**src/rtl/iomem_spi_log_if.sv**
```systemverilog
// picosoc iomem bus bundle: master drives the request, slave returns a one-cycle ready with read data.
interface iomem_spi_log_if;
  logic        valid;
  logic        ready;
  logic [3:0]  wstrb;
  logic [31:0] addr;
  logic [31:0] wdata;
  logic [31:0] rdata;

  modport master (output valid, wstrb, addr, wdata, input ready, rdata);
  modport slave  (input valid, wstrb, addr, wdata, output ready, rdata);
endinterface

```
**src/rtl/iomem_spi_log.sv**
```systemverilog
// iomem peripheral: GPIO register plus a FIFO log of SPI commands seen by the spy core,
// with overflow count, flush and a level interrupt while the log is non-empty.
module iomem_spi_log #(
  parameter logic [7:0] BASE  = 8'h03,
  parameter int         DEPTH = 16
) (
  input  logic                clk,
  input  logic                resetn,
  iomem_spi_log_if.slave      bus,
  input  logic                cmd_strobe,
  input  logic [7:0]          cmd,
  input  logic [31:0]         cmd_addr,
  input  logic [11:0]         cmd_len,
  output logic [31:0]         gpio_out,
  output logic                irq
);
  localparam int AW = $clog2(DEPTH);
  localparam int CW = AW + 1;

  // entry layout: {cmd[51:44], addr[43:12], len[11:0]}
  logic [51:0]   mem [DEPTH];
  logic [AW-1:0] wr_ptr, rd_ptr;
  logic [CW-1:0] count, count_nxt;
  logic [31:0]   overflow;
  logic [1:0]    ctrl, ctrl_nxt;
  logic [2:0]    idx;
  logic [51:0]   head;
  logic [31:0]   rd_mux;
  logic          sel, is_wr, is_rd, empty, full, pop, flush, push_req, push, drop;
  logic          unused_bits;

  assign sel      = bus.valid && !bus.ready && (bus.addr[31:24] == BASE);
  assign idx      = bus.addr[4:2];
  assign is_wr    = sel && (bus.wstrb != 4'b0000);
  assign is_rd    = sel && (bus.wstrb == 4'b0000);
  assign empty    = (count == '0);
  assign full     = (count == CW'(DEPTH));
  assign head     = mem[rd_ptr];
  assign pop      = is_rd && (idx == 3'd3) && !empty;
  assign flush    = is_wr && (idx == 3'd5) && bus.wstrb[3] && bus.wdata[31];
  assign push_req = cmd_strobe && ctrl[0];
  // a pop in the same cycle frees the slot, so a full FIFO still accepts the push
  assign push     = push_req && !flush && (!full || pop);
  assign drop     = push_req && !flush && full && !pop;

  assign unused_bits = ^{bus.addr[23:5], bus.addr[1:0]};

  always_comb begin
    ctrl_nxt = ctrl;
    if (is_wr && (idx == 3'd5) && bus.wstrb[0]) ctrl_nxt = bus.wdata[1:0];
    count_nxt = count;
    if (flush) count_nxt = '0;
    else       count_nxt = count + CW'(push) - CW'(pop);
  end

  always_comb begin
    rd_mux = 32'h0;
    case (idx)
      3'd0: rd_mux = gpio_out;
      3'd1: rd_mux = {14'h0, full, empty, {(16-CW){1'b0}}, count};
      3'd2: rd_mux = empty ? 32'h0 : head[43:12];
      3'd3: rd_mux = empty ? 32'h0 : {head[51:44], 12'h0, head[11:0]};
      3'd4: rd_mux = overflow;
      3'd5: rd_mux = {30'h0, ctrl};
      default: rd_mux = 32'h0;
    endcase
  end

  always_ff @(posedge clk) begin
    if (resetn && push) mem[wr_ptr] <= {cmd, cmd_addr, cmd_len};
  end

  always_ff @(posedge clk) begin
    if (!resetn) begin
      bus.ready <= 1'b0;
      bus.rdata <= 32'h0;
      gpio_out  <= 32'h0;
      ctrl      <= 2'b01;
      overflow  <= 32'h0;
      wr_ptr    <= '0;
      rd_ptr    <= '0;
      count     <= '0;
      irq       <= 1'b0;
    end else begin
      bus.ready <= sel;
      bus.rdata <= sel ? rd_mux : 32'h0;
      if (is_wr && (idx == 3'd0)) begin
        for (int b = 0; b < 4; b++)
          if (bus.wstrb[b]) gpio_out[8*b +: 8] <= bus.wdata[8*b +: 8];
      end
      ctrl <= ctrl_nxt;
      if (is_wr && (idx == 3'd4))             overflow <= 32'h0;
      else if (drop && (overflow != '1))      overflow <= overflow + 32'd1;
      if (flush) begin
        wr_ptr <= '0;
        rd_ptr <= '0;
      end else begin
        if (push) wr_ptr <= wr_ptr + AW'(1);
        if (pop)  rd_ptr <= rd_ptr + AW'(1);
      end
      count <= count_nxt;
      // built from next-state values so irq tracks the FIFO with one cycle of latency
      irq <= ctrl_nxt[1] && (count_nxt != '0);
    end
  end
endmodule

```
**src/flat_wrapper.sv**
```systemverilog
// flat-port wrapper written by rule: the top's interface ports become plain ports
module iomem_spi_log_flat 
#(
  parameter logic [7:0] BASE  = 8'h03,
  parameter int         DEPTH = 16
)
  (clk, resetn, cmd_strobe, cmd, cmd_addr, cmd_len, gpio_out, irq, bus_valid, bus_wstrb, bus_addr, bus_wdata, bus_ready, bus_rdata);
  iomem_spi_log_if bus_i ();
  input  logic clk;
  input  logic resetn;
  input  logic cmd_strobe;
  input  logic [7:0] cmd;
  input  logic [31:0] cmd_addr;
  input  logic [11:0] cmd_len;
  output logic [31:0] gpio_out;
  output logic irq;
  input wire logic [$bits(bus_i.valid)-1:0] bus_valid;
  input wire logic [$bits(bus_i.wstrb)-1:0] bus_wstrb;
  input wire logic [$bits(bus_i.addr)-1:0] bus_addr;
  input wire logic [$bits(bus_i.wdata)-1:0] bus_wdata;
  output wire logic [$bits(bus_i.ready)-1:0] bus_ready;
  output wire logic [$bits(bus_i.rdata)-1:0] bus_rdata;
  assign bus_i.valid = bus_valid;
  assign bus_i.wstrb = bus_wstrb;
  assign bus_i.addr = bus_addr;
  assign bus_i.wdata = bus_wdata;
  assign bus_ready = bus_i.ready;
  assign bus_rdata = bus_i.rdata;
  iomem_spi_log #(.BASE(BASE), .DEPTH(DEPTH)) u_core (.clk(clk), .resetn(resetn), .bus(bus_i), .cmd_strobe(cmd_strobe), .cmd(cmd), .cmd_addr(cmd_addr), .cmd_len(cmd_len), .gpio_out(gpio_out), .irq(irq));
endmodule
```
**config.mk**
```make
export PLATFORM = sky130hd
export DESIGN_NAME = iomem_spi_log_flat
export DESIGN_NICKNAME = d
export VERILOG_FILES = /design/src/rtl/iomem_spi_log_if.sv /design/src/rtl/iomem_spi_log.sv /design/src/flat_wrapper.sv
export SDC_FILE = /design/constraint.sdc
export NUM_CORES = 1
export LEC_CHECK = 0
export ABC_AREA = 1
export CORE_MARGIN = 5
export CORE_UTILIZATION = 50
export CTS_BUF_LIST = sky130_fd_sc_hd__clkbuf_4
export DETAILED_ROUTE_END_ITERATION = 6
export PLACE_DENSITY = 0.71
export SLEW_MARGIN = 20
export SYNTH_ARGS = -nofsm -noshare
export SYNTH_HDL_FRONTEND = slang
export SYNTH_SLANG_ARGS = --single-unit
```
**constraint.sdc**
```tcl
create_clock -name clk -period 4.6 [get_ports clk]
set_input_delay 0.92 -clock clk [delete_from_list [all_inputs] [get_ports clk]]
set_output_delay 0.92 -clock clk [all_outputs]
set_load 0.02 [all_outputs]
```
==> metrics <==
total grt overflow 0; post-synthesis instance total 3472; core area 77600 sq um; largest area contributor in the netlist edfxtp_1; Worst-Skew Late Latency 1.06 ns; # DRC 0; leakage power between 0.015 and 0.02 uW; Max H-tree Level 4; CP Cell Sequence clkdlybuf4s50_1; initial antenna violation count 8; I/O pin count 190; die height 290 microns; Fin. Hold Viols 0; critical path type reg -> out; GR Util met1 30.8%; WP data required between 3 and 4 ns; first-pass GRT wire length 152000 microns; effective utilization at floorplan 50.5%; Worst path slowest cell clkdlybuf4s50_1; I/O Buffers roughly 170; GRT Overall Usage 23.1%; Clock Skews 0.103 ns; Clock Path Buffers 3; Setup TNS Final 0 ns; FMAX about 330 MHz; Syn-to-layout area delta 14.2%; Worst-Margin Slew 1.08 ns; vias in the first global route 26100; routed vias/inst 5.51; die area 84100 sq um; outcome finished, final reports clean; Antenna Violating Nets Remaining 0; fin nets 3864; worst path bufs/invs 1; met3 usage 5.79%; CP Launch Type register; Crit path max-delay family buffers and inverters; Detailed Routing Iterations Pass 1 6; dpl hpwl 55400 microns; root buf cell clkbuf_4; routability cong. 0.929; Routed WL 100000 microns; Slew Viols, Final 0; Final setup viols 0; Crit Path Max Fanout 3; area of the mapped netlist about 39000 sq um; met2 GRT Util 37.2%; most frequent cells in the layout 832 x edfxtp_1, 715 x nor2_1, 361 x o21ai_0, 349 x clkbuf_4, 311 x nand3_1; gr busiest metal met2; Max Cap Violations 0; hold-fix buffers at CTS 0; mean area per synthesized cell 11.3 sq um; Post-CTS Setup Bufs 0; synth unique cells 39; Die Span X between 200 and 300 microns; syn_nets between 3000 and 4000; Hold Crit Start bus_wdata[17]; pwr dens 383 nW/um^2; CTS tree built; commonest non-fill, non-tap cell in the layout edfxtp_1; crit path DAT 2.12 ns; Min-Delay Path Class in -> reg; Slew HR 28.2%; RSZ-0062 raised after global routing no; cell row count 102; synth top area cells edfxtp_1 64%, nor2_1 7.0%, dfxtp_1 6.0%, o21ai_0 4.6%, nand3_1 4.0%; VDD IR max 185 uV; Placed Cells 4532; Post-CTS Resized 0; clk slew on worst S/H paths 0.06 ns; slowest stage delay, CP 0.65 ns; Yosys warning count 0; critical path capture point type output port; share of layout cells above drive strength 1 12.8%; vias 27200; final worst path period need 3.04 ns; largest net degree at the start of global routing just under 200; crit path from u_core.gpio_out[4]$_SDFFE_PN0P_; R2R Path Start u_core.count[2]$_SDFF_PN0_; clock sink count 949; WL/cell 20.3 microns; final cell count without fillers 4941; sequential cell area fraction in the yosys report 69.7%; total CTS buffers between 200 and 250; DR iter-0 viols approximately 2600; Final Cycle Share about two thirds; #FFs+latches synth around 950; top-area cell type share of the netlist area 63.8%
layout make-up:
class | instances | area [sq um]
fill | 6438 | 32800
inverter | 178 | 686
timing repair buffer | 225 | 2310
tap | 1040 | 1300
antenna | 5 | 12.5
clock inverter | 55 | 353
multi-input combinational | 2140 | 10100
sequential | 949 | 27300
clock buffer | 349 | 2620
cell usage after synthesis, drive strengths merged:
library cell  count
nor2            766
clkinv            1
xnor2             3
and3              1
nand3b           15
ha               12
inv             177
clkbuf           74
a21oi           115
nor4              1
nor3b             4
dfxtp           117
fa                1
o21ai           452
a221oi            2
nand2           313
o22ai            21
o211ai           73
nor3             15
edfxtp          832
nand4            10
a211oi            2
buf             131
nand3           311
xor2             23
cell families (layout without fill, tap and decap cells):
| logic type | after synthesis | count (layout) | synth area share [%] |
|---|---|---|---|
| AND/OR/NAND/NOR | 1436 | 1436 | 15.5 |
| flip-flops | 949 | 949 | 69.7 |
| AO/OA/AOI/OAI | 665 | 665 | 9.06 |
| buffers and inverters | 383 | 807 | 4.72 |
| XOR/XNOR | 26 | 26 | 0.581 |
| adder cells (fa/ha/maj) | 13 | 13 | 0.434 |
| other | 0 | 5 | 0 |
through the flow:
step / util (%) / cell area, sq um / worst slack (ns) / total power (uW) / hold WS, ns
2_1_floorplan: - / 39200 / 0.100 / 10100 / 0.466
5_1_grt: 57.7 / 44700 / 1.42 / 17900 / 0.366
4_1_cts: 57.7 / 44700 / 1.44 / 17300 / 0.330
3_5_place_dp: 53.8 / 41800 / 0.630 / 10400 / 0.472
6_report: 57.7 / 44800 / 1.56 / 17100 / 0.461
3_3_place_gp: 53.8 / 41800 / 0.677 / 10400 / 0.457
per-layer routing:
metal / wire length, microns / up-vias
li1: - / 12800
met1: 40700 / 13000
met2: 48500 / 1169
met3: 8650 / 187
met4: 2460 / 6
met5: 47 / -
registers in the layout (all words and copies together) (netlist names), named ones only:
signal,count
u_core.bus.ready,1
u_core.mem,832
u_core.irq,1
u_core.wr_ptr,4
u_core.rd_ptr,4
u_core.ctrl,2
u_core.gpio_out,32
u_core.bus.rdata,32
u_core.overflow,32
u_core.count,5
worst paths after layout:
check	end	slack (ns)	depth (start not counted)
max reg2reg	u_core.irq$_SDFF_PN0_	1.59	15
min reg2reg	u_core.gpio_out[21]$_SDFFE_PN0P_	0.48	2
min	u_core.gpio_out[17]$_SDFFE_PN0P_	0.46	3
max	gpio_out[4]	1.56	1
report_power, final:
part           switching (uW)  internal [uW]
Combinational             516            233
Sequential               35.6           9470
Clock                    3270           3620
Total                    3820          13300
(Power assumes the default switching activity.)
